### config.mk
export PLATFORM = sky130hd
export DESIGN_NAME = adc_ltc2308_emu_flat
export DESIGN_NICKNAME = d
export VERILOG_FILES = /design/src/rtl/adc_ltc2308_emu_pkg.sv /design/src/rtl/adc_ltc2308_emu_if.sv /design/src/rtl/adc_ltc2308_emu_sync.sv /design/src/rtl/adc_ltc2308_emu.sv /design/src/flat_wrapper.sv
export SDC_FILE = /design/constraint.sdc
export NUM_CORES = 1
export LEC_CHECK = 0
export CAP_MARGIN = 20
export CELL_PAD_IN_SITES_DETAIL_PLACEMENT = 0
export CELL_PAD_IN_SITES_GLOBAL_PLACEMENT = 1
export CORE_MARGIN = 2
export CORE_UTILIZATION = 42
export DETAILED_ROUTE_END_ITERATION = 7
export GPL_TIMING_DRIVEN = 0
export PLACE_DENSITY = 0.92
export SLEW_MARGIN = 20
export SYNTH_ARGS = -nofsm -noshare
export SYNTH_HDL_FRONTEND = slang
export SYNTH_SLANG_ARGS = --single-unit
### constraint.sdc
create_clock -name i_clock -period 12.44 [get_ports i_clock]
set_input_delay 2.488 -clock i_clock [delete_from_list [all_inputs] [get_ports i_clock]]
set_output_delay 2.488 -clock i_clock [all_outputs]
set_load 0.02 [all_outputs]
### src/rtl/adc_ltc2308_emu_pkg.sv
// Shared constants, state encoding and channel-select decode for the LTC2308 emulator.
// Configuration word layout is {S/D, O/S, S1, S0, UNI, SLP}, MSB first on SDI.
package adc_ltc2308_pkg;

  localparam int CFG_W  = 6;
  localparam int CODE_W = 12;
  localparam int NUM_CH = 8;

  localparam int CFG_SD  = 5;
  localparam int CFG_OS  = 4;
  localparam int CFG_S1  = 3;
  localparam int CFG_S0  = 2;
  localparam int CFG_UNI = 1;
  localparam int CFG_SLP = 0;

  localparam logic [CFG_W-1:0] CFG_RESET_VAL = 6'b100010;

  typedef enum logic [1:0] {
    ST_IDLE = 2'd0,
    ST_CONV = 2'd1,
    ST_READ = 2'd2
  } state_t;

  typedef struct packed {
    logic [2:0] p_idx;
    logic [2:0] n_idx;
    logic       is_single;
  } chsel_t;

  // Single-ended: channel {S1,S0,O/S}. Differential pair k={S1,S0}: O/S picks
  // which member of the pair is the positive input.
  function automatic chsel_t cfg_to_chsel(input logic [CFG_W-1:0] cfg);
    chsel_t s;
    s.is_single = cfg[CFG_SD];
    s.p_idx     = {cfg[CFG_S1], cfg[CFG_S0], cfg[CFG_OS]};
    if (cfg[CFG_SD]) begin
      s.n_idx = 3'd0;
    end else begin
      s.n_idx = {cfg[CFG_S1], cfg[CFG_S0], ~cfg[CFG_OS]};
    end
    return s;
  endfunction

endpackage

### src/rtl/adc_ltc2308_emu_if.sv
// Pin and status bundle between an LTC2308 master and the emulator.
// Signal prefixes are from the emulator's point of view.
interface adc_ltc2308_emu_if;
  import adc_ltc2308_pkg::*;

  logic                       i_convst;
  logic                       i_sck;
  logic                       i_sdi;
  logic [NUM_CH*CODE_W-1:0]   i_ch_data;
  logic                       o_sdo;
  logic                       o_busy;
  logic [CFG_W-1:0]           o_cfg_active;
  logic                       o_cfg_load;
  logic                       o_conv_done;
  logic [CODE_W-1:0]          o_sample_code;
  logic                       o_protocol_err;

  modport master (
    output i_convst, i_sck, i_sdi, i_ch_data,
    input  o_sdo, o_busy, o_cfg_active, o_cfg_load, o_conv_done,
           o_sample_code, o_protocol_err
  );

  modport slave (
    input  i_convst, i_sck, i_sdi, i_ch_data,
    output o_sdo, o_busy, o_cfg_active, o_cfg_load, o_conv_done,
           o_sample_code, o_protocol_err
  );

endinterface

### src/rtl/adc_ltc2308_emu_sync.sv
// Two-flop synchronizer for one asynchronous pin plus rise/fall detection.
// Edge strobes are valid two clocks after the pin changes.
module adc_ltc2308_emu_sync (
  input  logic i_clk,
  input  logic i_rst,
  input  logic i_pin,
  output logic o_level,
  output logic o_rise,
  output logic o_fall
);

  logic r_meta;
  logic r_sync;
  logic r_prev;

  always_ff @(posedge i_clk or posedge i_rst) begin
    if (i_rst) begin
      r_meta <= 1'b0;
      r_sync <= 1'b0;
      r_prev <= 1'b0;
    end else begin
      r_meta <= i_pin;
      r_sync <= r_meta;
      r_prev <= r_sync;
    end
  end

  assign o_level = r_sync;
  assign o_rise  = r_sync & ~r_prev;
  assign o_fall  = ~r_sync & r_prev;

endmodule

### src/rtl/adc_ltc2308_emu.sv
// Device-side LTC2308 responder: decodes CONVST/SCK/SDI, converts ch_data to a code
// with the pipelined 6-bit configuration and shifts it out on SDO after each SCK rise.
module adc_ltc2308_emu
  import adc_ltc2308_pkg::*;
#(
  parameter int               TCONV_CLKS = 256,
  parameter logic [CFG_W-1:0] CFG_RESET  = CFG_RESET_VAL
) (
  input  logic              i_clock,
  input  logic              i_reset,
  adc_ltc2308_emu_if.slave  bus
);

  localparam int CNT_W = (TCONV_CLKS > 1) ? $clog2(TCONV_CLKS) : 1;
  localparam logic [CNT_W-1:0] CNT_LOAD = CNT_W'(TCONV_CLKS - 1);
  localparam logic signed [CODE_W:0] D_MAX = 13'sd2047;
  localparam logic signed [CODE_W:0] D_MIN = -13'sd2048;

  logic w_convst_rise, w_convst_fall, w_convst_lvl;
  logic w_sck_rise, w_sck_fall, w_sck_lvl;
  logic w_sdi, w_sdi_rise, w_sdi_fall;
  logic w_unused;

  adc_ltc2308_emu_sync u_sync_convst (
    .i_clk   (i_clock),
    .i_rst   (i_reset),
    .i_pin   (bus.i_convst),
    .o_level (w_convst_lvl),
    .o_rise  (w_convst_rise),
    .o_fall  (w_convst_fall)
  );

  adc_ltc2308_emu_sync u_sync_sck (
    .i_clk   (i_clock),
    .i_rst   (i_reset),
    .i_pin   (bus.i_sck),
    .o_level (w_sck_lvl),
    .o_rise  (w_sck_rise),
    .o_fall  (w_sck_fall)
  );

  adc_ltc2308_emu_sync u_sync_sdi (
    .i_clk   (i_clock),
    .i_rst   (i_reset),
    .i_pin   (bus.i_sdi),
    .o_level (w_sdi),
    .o_rise  (w_sdi_rise),
    .o_fall  (w_sdi_fall)
  );

  assign w_unused = ^{w_convst_lvl, w_convst_fall, w_sck_lvl, w_sck_fall,
                      w_sdi_rise, w_sdi_fall};

  state_t               r_state;
  state_t               w_state_nxt;
  logic [CNT_W-1:0]     r_cnt;
  logic [CODE_W-1:0]    r_code_calc;
  logic [CODE_W-1:0]    r_shift;
  logic [CODE_W-1:0]    r_sample_code;
  logic [3:0]           r_edge_cnt;
  logic [CFG_W-1:0]     r_cap;
  logic [CFG_W-1:0]     r_cfg_active;
  logic                 r_sdo;
  logic                 r_busy;
  logic                 r_cfg_load;
  logic                 r_conv_done;
  logic                 r_protocol_err;

  logic                 w_start;
  logic                 w_conv_end;
  logic                 w_err;
  logic                 w_read_edge;

  // Code computation against the configuration currently in force
  chsel_t               w_sel;
  logic [CODE_W-1:0]    w_ch [NUM_CH];
  logic [CODE_W-1:0]    w_p;
  logic [CODE_W-1:0]    w_n;
  logic signed [CODE_W:0] w_diff;
  logic [CODE_W-1:0]    w_code;

  always_comb begin
    for (int i = 0; i < NUM_CH; i++) begin
      w_ch[i] = bus.i_ch_data[CODE_W*i +: CODE_W];
    end
  end

  assign w_sel  = cfg_to_chsel(r_cfg_active);
  assign w_p    = w_ch[w_sel.p_idx];
  assign w_n    = w_sel.is_single ? '0 : w_ch[w_sel.n_idx];
  assign w_diff = $signed({1'b0, w_p}) - $signed({1'b0, w_n});

  always_comb begin
    w_code = w_p;
    if (r_cfg_active[CFG_UNI]) begin
      if (!w_sel.is_single) begin
        w_code = w_diff[CODE_W] ? '0 : w_diff[CODE_W-1:0];
      end
    end else begin
      if (w_diff > D_MAX) begin
        w_code = 12'h7FF;
      end else if (w_diff < D_MIN) begin
        w_code = 12'h800;
      end else begin
        w_code = w_diff[CODE_W-1:0];
      end
    end
  end

  always_ff @(posedge i_clock or posedge i_reset) begin
    if (i_reset) begin
      r_state <= ST_IDLE;
    end else begin
      r_state <= w_state_nxt;
    end
  end

  always_comb begin
    w_state_nxt = r_state;
    w_start     = 1'b0;
    w_conv_end  = 1'b0;
    w_err       = 1'b0;
    w_read_edge = 1'b0;
    case (r_state)
      ST_IDLE: begin
        if (w_convst_rise) begin
          w_start     = 1'b1;
          w_state_nxt = ST_CONV;
        end
      end
      ST_CONV: begin
        // Master activity during conversion is flagged but never disturbs timing
        w_err = w_convst_rise | w_sck_rise;
        if (r_cnt == '0) begin
          w_conv_end  = 1'b1;
          w_state_nxt = ST_READ;
        end
      end
      ST_READ: begin
        if (w_convst_rise) begin
          w_start     = 1'b1;
          w_state_nxt = ST_CONV;
        end else if (w_sck_rise) begin
          w_read_edge = 1'b1;
        end
      end
      default: w_state_nxt = ST_IDLE;
    endcase
  end

  always_ff @(posedge i_clock or posedge i_reset) begin
    if (i_reset) begin
      r_cnt          <= '0;
      r_code_calc    <= '0;
      r_shift        <= '0;
      r_sample_code  <= '0;
      r_edge_cnt     <= '0;
      r_cap          <= '0;
      r_cfg_active   <= CFG_RESET;
      r_sdo          <= 1'b0;
      r_busy         <= 1'b0;
      r_cfg_load     <= 1'b0;
      r_conv_done    <= 1'b0;
      r_protocol_err <= 1'b0;
    end else begin
      r_cfg_load     <= 1'b0;
      r_conv_done    <= 1'b0;
      r_protocol_err <= w_err;

      if (w_start) begin
        r_code_calc <= w_code;
        r_cnt       <= CNT_LOAD;
        r_busy      <= 1'b1;
        r_edge_cnt  <= '0;
        r_cap       <= '0;
        r_sdo       <= 1'b0;
      end else if (r_state == ST_CONV) begin
        if (w_conv_end) begin
          r_busy        <= 1'b0;
          r_conv_done   <= 1'b1;
          r_sample_code <= r_code_calc;
          r_shift       <= r_code_calc;
        end else begin
          r_cnt <= r_cnt - 1'b1;
        end
      end

      // r_edge_cnt holds the number of SCK rises already seen in this readout
      if (w_read_edge) begin
        if (r_edge_cnt != 4'd15) begin
          r_edge_cnt <= r_edge_cnt + 1'b1;
        end
        if (r_edge_cnt < 4'd12) begin
          r_sdo   <= r_shift[CODE_W-1];
          r_shift <= {r_shift[CODE_W-2:0], 1'b0};
        end else begin
          r_sdo <= 1'b0;
        end
        if (r_edge_cnt < 4'd6) begin
          r_cap <= {r_cap[CFG_W-2:0], w_sdi};
        end
        if (r_edge_cnt == 4'd5) begin
          r_cfg_active <= {r_cap[CFG_W-2:0], w_sdi};
          r_cfg_load   <= 1'b1;
        end
      end
    end
  end

  assign bus.o_sdo          = r_sdo;
  assign bus.o_busy         = r_busy;
  assign bus.o_cfg_active   = r_cfg_active;
  assign bus.o_cfg_load     = r_cfg_load;
  assign bus.o_conv_done    = r_conv_done;
  assign bus.o_sample_code  = r_sample_code;
  assign bus.o_protocol_err = r_protocol_err;

endmodule

### src/flat_wrapper.sv
// flat-port wrapper written by rule: the top's interface ports become plain ports
module adc_ltc2308_emu_flat import adc_ltc2308_pkg::*;
#(
  parameter int               TCONV_CLKS = 256,
  parameter logic [CFG_W-1:0] CFG_RESET  = CFG_RESET_VAL
)
  (i_clock, i_reset, bus_i_convst, bus_i_sck, bus_i_sdi, bus_i_ch_data, bus_o_sdo, bus_o_busy, bus_o_cfg_active, bus_o_cfg_load, bus_o_conv_done, bus_o_sample_code, bus_o_protocol_err);
  adc_ltc2308_emu_if bus_i ();
  input  logic i_clock;
  input  logic i_reset;
  input wire logic [$bits(bus_i.i_convst)-1:0] bus_i_convst;
  input wire logic [$bits(bus_i.i_sck)-1:0] bus_i_sck;
  input wire logic [$bits(bus_i.i_sdi)-1:0] bus_i_sdi;
  input wire logic [$bits(bus_i.i_ch_data)-1:0] bus_i_ch_data;
  output wire logic [$bits(bus_i.o_sdo)-1:0] bus_o_sdo;
  output wire logic [$bits(bus_i.o_busy)-1:0] bus_o_busy;
  output wire logic [$bits(bus_i.o_cfg_active)-1:0] bus_o_cfg_active;
  output wire logic [$bits(bus_i.o_cfg_load)-1:0] bus_o_cfg_load;
  output wire logic [$bits(bus_i.o_conv_done)-1:0] bus_o_conv_done;
  output wire logic [$bits(bus_i.o_sample_code)-1:0] bus_o_sample_code;
  output wire logic [$bits(bus_i.o_protocol_err)-1:0] bus_o_protocol_err;
  assign bus_i.i_convst = bus_i_convst;
  assign bus_i.i_sck = bus_i_sck;
  assign bus_i.i_sdi = bus_i_sdi;
  assign bus_i.i_ch_data = bus_i_ch_data;
  assign bus_o_sdo = bus_i.o_sdo;
  assign bus_o_busy = bus_i.o_busy;
  assign bus_o_cfg_active = bus_i.o_cfg_active;
  assign bus_o_cfg_load = bus_i.o_cfg_load;
  assign bus_o_conv_done = bus_i.o_conv_done;
  assign bus_o_sample_code = bus_i.o_sample_code;
  assign bus_o_protocol_err = bus_i.o_protocol_err;
  adc_ltc2308_emu #(.TCONV_CLKS(TCONV_CLKS), .CFG_RESET(CFG_RESET)) u_core (.i_clock(i_clock), .i_reset(i_reset), .bus(bus_i));
endmodule
# ---- Word-level counts from Yosys, hierarchy flattened
# Cells that the tools add are included.
dict set report word_totals {
  regBits 75
  latchBits 0
  mem_bits_rw 0
  romBits 0
  inputBits 101
  elab_cells 106
  n_memories 0
}
dict set report op_classes {
  addsub 3
  mul 0
  div 0
  magnitude_cmp 6
  n_eq_ne 7
  shifts 0
  muxes 49
  bitwise_logic 9
  reduce_logical 11
}
# cell count
set op_table {}
lappend op_table {{$mux W12} 15}
lappend op_table {{$bmux W12 S3} 2}
lappend op_table {{$mux W8} 3}
lappend op_table {{$mux W1} 19}
lappend op_table {{$mux W6} 3}
lappend op_table {{$gt A13 B12 Y1 const B} 1}
lappend op_table {{$lt A13 B12 Y1 const B} 1}
lappend op_table {{$sub A12 B12 Y13} 1}
lappend op_table {{$mux W4} 3}
lappend op_table {{$ge A4 B4 Y1 const B} 2}
lappend op_table {{$logic_not A8 Y1} 1}
lappend op_table {{$not A3 Y4} 2}
lappend op_table {{$reduce_and A2 Y1} 4}
lappend op_table {{$sub A8 B1 Y8 const B} 1}
lappend op_table {{$ne A2 B1 Y1 const B} 3}
lappend op_table {{$reduce_bool A2 Y1} 3}
lappend op_table {{$add A4 B1 Y4 const B} 1}
lappend op_table {{$eq A4 B3 Y1 const B} 1}
lappend op_table {{$lt A4 B3 Y1 const B} 1}
lappend op_table {{$lt A4 B4 Y1 const B} 1}
lappend op_table {{$mux W2} 2}
lappend op_table {{$ne A4 B4 Y1 const B} 1}
lappend op_table {{$not A1 Y1} 4}
lappend op_table {{$pmux W2 S2} 1}
lappend op_table {{other kinds (8)} 9}

# ---- Logic depth before layout (Yosys ltp)
# Gate-level depths: netlist of the first run.
dict set report depth {
  depth_word 12
  depth_mapped 16
}

# ---- By module
# A second synthesis of the first run with hierarchy kept.
dict set report hier_totals {
  cells_unflattened 513
  area_unflattened_um2 5576.6
}
# module n_inst cells_per_inst area_per_inst_um2
set by_module_without_submodules {}
lappend by_module_without_submodules {adc_ltc2308_emu 1 495 5295.1}
lappend by_module_without_submodules {adc_ltc2308_emu_sync 3 6 93.8}

# ---- Worst setup path before layout of the first run
# Ideal clock, no wire load.
dict set report synth_path {
  path_type {input to register}
  startpoint {input bus_i_ch_data[84]}
  endpoint {register u_core.r_code_calc[8]}
  setup_time_ps 137
  arrival_ps 5142
  required_ps 12303
  path_slack_ps 7160
  cell_stages 11
  path_buffers 0
  cell_sequence {mux4_2 > mux2i_1 > ha_1 > inv_1 > fa_1 > a211oi_1 > o211ai_1 > a221oi_1 > nor2_1 > a21oi_2 > a31oi_1}
}
dict set report synth_between {
  elab_chain_cells 9
  elab_cells_between_ends 15
  cone_classes {1 x add/sub; 2 x order compare; 12 x mux}
}
# element line
set synth_rtl {}
lappend synth_rtl {{from (decl)} flat_wrapper.sv:14} ;# input wire logic [$bits(bus_i.i_ch_data)-1:0] bus_i_ch_data;
lappend synth_rtl {{$bmux W12 S3} adc_ltc2308_emu.sv:90} ;# assign w_n = w_sel.is_single ? '0 : w_ch[w_sel.n_idx];
lappend synth_rtl {{$mux W12 (implied by the code) (2 in a row)} adc_ltc2308_emu.sv:90}
lappend synth_rtl {{$mux W12} adc_ltc2308_emu.sv:90}
lappend synth_rtl {{$sub A12 B12 Y13 *} adc_ltc2308_emu.sv:91} ;# assign w_diff = $signed({1'b0, w_p}) - $signed({1'b0, w_n});
lappend synth_rtl {{$lt A13 B12 Y1} adc_ltc2308_emu.sv:102} ;# end else if (w_diff < D_MIN) begin
lappend synth_rtl {{$mux W12} adc_ltc2308_emu.sv:102}
lappend synth_rtl {{$mux W12} adc_ltc2308_emu.sv:100} ;# if (w_diff > D_MAX) begin
lappend synth_rtl {{$mux W12 *} adc_ltc2308_emu.sv:95} ;# if (r_cfg_active[CFG_UNI]) begin
lappend synth_rtl {{to (signal assigned)} adc_ltc2308_emu.sv:171} ;# r_code_calc <= w_code;
lappend synth_rtl {{to (decl)} adc_ltc2308_emu.sv:57} ;# logic [CODE_W-1:0] r_code_calc;
# Every way passes the cells marked *; elsewhere a longest branch is shown, timed or not. The select of a mux whose other input is x is not followed.
# A chain may end at the register's enable or synchronous reset.

# ---- Worst setup path in the final report of the first run
dict set report layout_path {
  startpoint {input bus_i_ch_data[60]}
  endpoint {register u_core.r_code_calc[8]}
}
# Same word-level chain as after synthesis.

==> results.yml, run 1 <==
synth:
  ys_types: 54
  synth_top_family_by_area: "multiplexers"
  synth_edf_count: 0
  synth_fa_ha_area_frac: 0.0423
  synth_top_area_frac: 0.346
  synth_compound_area_frac: 0.116
  yosys.area_share.simple: 0.149
  synth_xor_area_frac: 0.0252
  synth_area_sq_um: 5210
  synthTopCellsByArea: "dfrtp_1 35%, mux4_2 19%, mux2i_1 5.6%"
  yosys_warnings: 0
  synthFlopType: "dfrtp_1"
  synthArstFlopShare: 1.00
  synth_area_per_cell_sq_um: 10.5
  synth_cells: 494
  ys_seq_area_frac: 0.356
  ys_ff_latch: 74
  synth_mux_area_frac: 0.279
  synth_fp_nets: 612
  synth_top_cell_by_area: "dfrtp_1"
clocking:
  cts_tree: "built"
  hold_buffers: 0
  root_buffer: "clkbuf_16"
  cts_sinks: 74
  clockBufferDepth: 2
  insertion_delay_ns: 0.33
  cts.clk_slew.worst_paths_ns: 0.07
  cts_buffers: 9
  cts_setup_buffers: 0
  ctsHtreeMaxLevel: 3
  cts-resized-gates: 0
sta:
  hold_viol: 0
  setup_violations: 0
  max_freq_mhz: 167
  worstMarginPinSlew_ns: 0.715
  rsz0062_at_grt: "false"
  relSlewSlack: 0.523
  fin_crit_ns: 5.98
  fin_setup_tns_ns: 0
  period_share: 0.481
  hold_ws_ns: 0.350
  fin_worst_skew_ns: 0.00830
  drv_slew: 0
routing:
  drtIter0Drc: 219
  ant_nets: 0
  wl_per_cell_microns: 16.7
  vias: 4448
  dr.pass1.iters: 5
  drc_errors: 0
  vias_per_cell: 5.55
  wirelength_microns: 13400
power_and_ir_drop:
  power_density_nw_per_um2: 103
  p_leak_nw: 2.88
  ir_drop_v: 0.0000819
  p_int_mw: 0.510
  power_frac_clock: 0.348
  seqPwrFrac: 0.413
  switching_share: 0.292
  combinationalPowerShare: 0.239
  p_switching_mw: 0.210
global_routing:
  grt_pass1_vias: 4636
  grt_max_degree: 51
  grt_pass1_wl_microns: 22100
  grt_overflow_total: 0
  antenna_found_initial: 0
  grt_usage: 0.209
worst_hold_path:
  hold_class: "flip-flop to flip-flop"
critical_path:
  cp_max_fo: 9
  critical_path_class: "input port to flip-flop"
  worstSetupEndpointType: "flip-flop"
  critPathLaunchType: "input port"
  worstPathArrival_ns: 6.17
  critPathRequiredTime_ns: 12.64
cells_and_area:
  syn2layout_area_growth_pct: 33.9
  final_cell_mix: "123 x clkdlybuf4s50_1, 74 x nand2_1, 72 x dfrtp_1, 43 x mux4_2, 34 x nor2_1"
  layout_commonest_cell: "clkdlybuf4s50_1"
  nets: 747
  diodes: 0
  fillers: 1027
  drive_gt1_frac: 0.181
placed_design:
  hpwlAfterDp_microns: 10800
  numPortBuffers: 123
  place_congestion: 0.857
job:
  maxCapViolCount: 0
die:
  die_w_microns: 115
  die-area_sq_um: 13300
  design.core.area_sq_um: 12100
  pin_count: 124
  start_util: 0.432
  std_cell_rows: 40
  die_h_microns: 115
outcome:
  status: "completed"
==> state kept, by name, indices dropped and copies added (netlist names), 2 cells and up <==
register / count
u_core.r_shift: 12
u_core.bus.o_sample_code: 12
u_core.r_cap: 5
u_core.r_code_calc: 12
u_core.r_edge_cnt: 4
u_core.r_state: 2
u_core.r_cnt: 8
u_core.bus.o_cfg_active: 6
==> synthesized netlist by cell type, drive strengths merged (4+ instances only) <==
library cell / number
nand2b: 5
ha: 16
buf: 15
inv: 11
o21a: 4
o21ai: 19
clkbuf: 16
o211ai: 5
or2: 14
mux4: 43
nor2: 35
a21oi: 11
mux2i: 29
a31oi: 21
a21o: 4
xnor2: 12
mux2: 17
dfrtp: 72
nand2: 74
nand3: 24
and3: 5
==> routing by layer <==
metal  GRT usage  wire length [microns]  vias to the layer above
met3      0.0395                    633                       18
met4      0.0827                    194                        0
met1       0.274                   5900                     2159
li1            -                      -                     2110
met5           0                      0                        -
met2       0.343                   6620                      161
==> worst paths after layout <==
path	from	endpoint	slack (ns)	depth (start not counted)
setup reg to reg	u_core.bus.o_cfg_active[4]$_DFFE_PP0P_	u_core.r_code_calc[8]$_DFFE_PP0P_	7.58	15
setup / recovery	bus_i_ch_data[60]	u_core.r_code_calc[8]$_DFFE_PP0P_	6.46	12
max in group asynchronous	i_reset	u_core.bus.o_cfg_active[5]$_DFFE_PP1P_	9.37	3
hold / removal	u_core.u_sync_sdi.r_meta$_DFF_PP0_	u_core.u_sync_sdi.o_level$_DFF_PP0_	0.35	0
hold reg to reg	u_core.u_sync_sdi.r_meta$_DFF_PP0_	u_core.u_sync_sdi.o_level$_DFF_PP0_	0.35	0
min in group asynchronous	i_reset	u_core.bus.o_busy$_DFFE_PP0P_	2.48	2
==> metrics by stage <==
stage / setup WS [ns] / power [mW] / std cells / util / area, sq um
3_5_place_dp: 6.10 / 0.474 / 786 / 0.554 / 6680
4_1_cts: 6.45 / 0.726 / 802 / 0.578 / 6970
5_1_grt: 6.12 / 0.758 / 802 / 0.578 / 6970
6_report: 6.46 / 0.720 / 802 / 0.578 / 6970
3_3_place_gp: 6.18 / 0.464 / 785 / 0.551 / 6650
2_1_floorplan: 7.16 / 0.405 / 494 / - / 5210
==> cells by family (layout without fill, tap and decap cells) <==
kind of cell	Yosys count	after routing
mux	89	89
flops	74	74
simple gates	171	171
fa+ha+maj	17	17
buf+inv	42	182
compound gates	86	86
xor+xnor	15	15
==> power groups by stage <==
| stage | Combinational (mW) | Sequential (mW) | Clock, mW |
|---|---|---|---|
| CTS | 0.173 | 0.297 | 0.255 |
| floorplan | 0.108 | 0.297 | 0 |
| finish | 0.172 | 0.298 | 0.251 |
| global placement | 0.165 | 0.299 | 0 |
| global route | 0.190 | 0.301 | 0.266 |
| detailed placement | 0.173 | 0.301 | 0 |
==> critical path, stage by stage <==
cell and delay, ns:
clkdlybuf4s50_1 0.45, mux4_2 0.47, mux2i_1 0.28, ha_1 0.25, inv_1 0.06, fa_1 0.41
a211oi_1 0.36, o211ai_1 0.17, a221oi_1 0.54, nor2_1 0.19, a21oi_2 0.36, a31oi_1 0.14
==> area by class of cell <==
| type | instances | area, sq um | share of cell area |
|---|---|---|---|
| Multi-Input combinational cell | 378 | 3180 | 0.456 |
| Sequential cell | 74 | 1850 | 0.266 |
| Timing Repair Buffer | 124 | 1260 | 0.181 |
| Clock buffer | 9 | 225 | 0.0323 |
| Tap cell | 168 | 210 | 0.0302 |
| Buffer | 31 | 133 | 0.0190 |
| Clock inverter | 7 | 67.6 | 0.00969 |
| Inverter | 11 | 43.8 | 0.00628 |
No activity file was read; power rests on OpenSTA's default activity.
==> run 2, diff against run 1 <==
--- a/config.mk
+++ b/config.mk
@@ -9,10 +9,10 @@
 export CELL_PAD_IN_SITES_DETAIL_PLACEMENT = 0
 export CELL_PAD_IN_SITES_GLOBAL_PLACEMENT = 1
 export CORE_MARGIN = 2
-export CORE_UTILIZATION = 42
+export CORE_UTILIZATION = 39
 export DETAILED_ROUTE_END_ITERATION = 7
 export GPL_TIMING_DRIVEN = 0
-export PLACE_DENSITY = 0.92
+export PLACE_DENSITY = 0.87
 export SLEW_MARGIN = 20
 export SYNTH_ARGS = -nofsm -noshare
 export SYNTH_HDL_FRONTEND = slang
==> constraint.sdc (replaced) <==
create_clock -name i_clock -period 5.55 [get_ports i_clock]
set_input_delay 1.11 -clock i_clock [delete_from_list [all_inputs] [get_ports i_clock]]
set_output_delay 1.11 -clock i_clock [all_outputs]
set_load 0.02 [all_outputs]
==> results.yml, run 2 (synthesis results as in run 1) <==
sta:
  setup_violations: 0
  rsz0062_at_grt: "false"
  relSlewSlack: 0.528
  worstMarginPinSlew_ns: 0.707
  period_share: 0.919
  fin_crit_ns: 5.10
  max_freq_mhz: 196
  worst_slack_ns: 0.448
  fin_setup_tns_ns: 0
  hold_viol: 0
  drv_slew: 0
  fin_worst_skew_ns: 0.0115
placed_design:
  place_congestion: 0.902
  numPortBuffers: 123
  hpwlAfterDp_microns: 11200
  place_ws_ns: 0.482
  dpl.cell_count: 794
cells_and_area:
  nets: 747
  finalNonFillerCells: 810
  layout_commonest_cell: "clkdlybuf4s50_1"
  final_cell_mix: "123 x clkdlybuf4s50_1, 74 x nand2_1, 72 x dfrtp_1, 43 x mux4_2, 34 x nor2_1"
  drive_gt1_frac: 0.178
  syn2layout_area_growth_pct: 34.2
  diodes: 0
routing:
  drc_errors: 0
  dr.pass1.iters: 5
  ant_nets: 0
  vias_per_cell: 5.50
  vias: 4452
  wirelength_microns: 13800
  wl_per_cell_microns: 17.1
  drtIter0Drc: 318
die:
  start_util: 0.396
  die-area_sq_um: 14300
  pin_count: 124
  die_h_microns: 120
  std_cell_rows: 42
  design.core.area_sq_um: 13100
  die_w_microns: 120
power_and_ir_drop:
  p_int_mw: 1.19
  ir_drop_v: 0.000149
  switching_share: 0.272
  seqPwrFrac: 0.410
  p_switching_mw: 0.444
  p_leak_nw: 2.88
  power_frac_clock: 0.354
  combinationalPowerShare: 0.237
  power_density_nw_per_um2: 234
global_routing:
  grt_usage: 0.198
  grt_max_degree: 53
  grt_pass1_vias: 4703
  grt_overflow_total: 0
  antenna_found_initial: 0
  grt_pass1_wl_microns: 22900
clocking:
  clockBufferDepth: 2
  cts_buffers: 9
  ctsHtreeMaxLevel: 3
  root_buffer: "clkbuf_16"
  cts.clk_slew.worst_paths_ns: 0.06
  hold_buffers: 0
  cts_tree: "built"
  cts_sinks: 74
  insertion_delay_ns: 0.33
  cts-resized-gates: 0
  cts_setup_buffers: 0
critical_path:
  rr_endpoint: "u_core.r_code_calc[6]$_DFFE_PP0P_"
  critical_path_class: "flip-flop to flip-flop"
  regToRegSetupSlack_ns: 0.45
  critPathRequiredTime_ns: 5.72
  critPathLaunchType: "flip-flop"
  worstPathArrival_ns: 5.27
  worstSetupEndpointType: "flip-flop"
  crit_path_end: "u_core.r_code_calc[6]$_DFFE_PP0P_"
  rr_worst_depth: 14
  r2r_start: "u_core.bus.o_cfg_active[2]$_DFFE_PP0P_"
  startpoint: "u_core.bus.o_cfg_active[2]$_DFFE_PP0P_"
  cp_max_fo: 10
job:
  maxCapViolCount: 0
worst_hold_path:
  hold_class: "flip-flop to flip-flop"
outcome:
  status: "completed"
-- run 2: layout make-up --
type                    instances  area (sq um)
multi-input cells             378          3180
inverters                      11          43.8
repair buffers                124          1260
clock buffers                  12           246
fillers                      1180          6150
well taps                     176           220
flip-flops and latches         74          1850
plain buffers                  31           133
clock inverters                 4          51.3
-- run 2: worst min path at each step --
stage,startpoint,endpoint,slack (ns),cells after the start
final,u_core.u_sync_sck.r_meta$_DFF_PP0_,u_core.u_sync_sck.o_level$_DFF_PP0_,0.35,0
after global routing,u_core.u_sync_sck.r_meta$_DFF_PP0_,u_core.u_sync_sck.o_level$_DFF_PP0_,0.36,0
after CTS,u_core.u_sync_sck.r_meta$_DFF_PP0_,u_core.u_sync_sck.o_level$_DFF_PP0_,0.35,0
after detailed placement,u_core.u_sync_sck.r_meta$_DFF_PP0_,u_core.u_sync_sck.o_level$_DFF_PP0_,0.34,0
after global placement,u_core.u_sync_sdi.r_meta$_DFF_PP0_,u_core.u_sync_sdi.o_level$_DFF_PP0_,0.33,0
after floorplan,u_core.u_sync_convst.r_meta$_DFF_PP0_,u_core.u_sync_convst.o_level$_DFF_PP0_,0.33,0
-- run 2: metal layers --
metal,GRT usage,wire length [microns],up-vias
met5,0,0,-
met4,0.0551,206,0
met3,0.0399,782,14
met2,0.338,6770,177
met1,0.258,6070,2143
li1,-,-,2118
-- run 2: power by group through the flow --
| stage | clock network, mW | registers [mW] | logic, mW |
|---|---|---|---|
| 3_5_place_dp | 0 | 0.678 | 0.385 |
| 3_3_place_gp | 0 | 0.671 | 0.371 |
| 6_report | 0.578 | 0.669 | 0.386 |
| 5_1_grt | 0.608 | 0.680 | 0.427 |
| 2_1_floorplan | 0 | 0.667 | 0.242 |
| 4_1_cts | 0.585 | 0.669 | 0.388 |
-- run 2: worst max-delay path, stage by stage (launching register included) --
cell and delay (ns):
dfrtp_1 0.37, buf_2 0.26, buf_1 0.57, buf_2 0.43
mux4_2 0.56, nor2_1 0.14, ha_1 0.26, inv_1 0.07
fa_1 0.43, a211oi_1 0.41, o211ai_1 0.18, a221oi_1 0.53
nor2_1 0.18, a21oi_2 0.36, a31oi_1 0.16
-- run 2: per-stage QoR --
stage | hold slack [ns] | power [mW] | instance area (sq um) | utilization
2_1_floorplan | 0.331 | 0.908 | 5210 | -
3_3_place_gp | 0.333 | 1.04 | 6660 | 0.507
3_5_place_dp | 0.336 | 1.06 | 6690 | 0.509
4_1_cts | 0.349 | 1.64 | 6990 | 0.532
5_1_grt | 0.355 | 1.72 | 6990 | 0.532
6_report | 0.347 | 1.63 | 6990 | 0.532
==> run 3, diff against run 2 <==
--- a/config.mk
+++ b/config.mk
@@ -10,6 +10,7 @@
 export CELL_PAD_IN_SITES_GLOBAL_PLACEMENT = 1
 export CORE_MARGIN = 2
 export CORE_UTILIZATION = 39
+export CTS_CLUSTER_DIAMETER = 30
 export DETAILED_ROUTE_END_ITERATION = 7
 export GPL_TIMING_DRIVEN = 0
 export PLACE_DENSITY = 0.87
==> results of run 3 <==
Same layout as run 2: the final DEF is identical, and so are final timing and power.
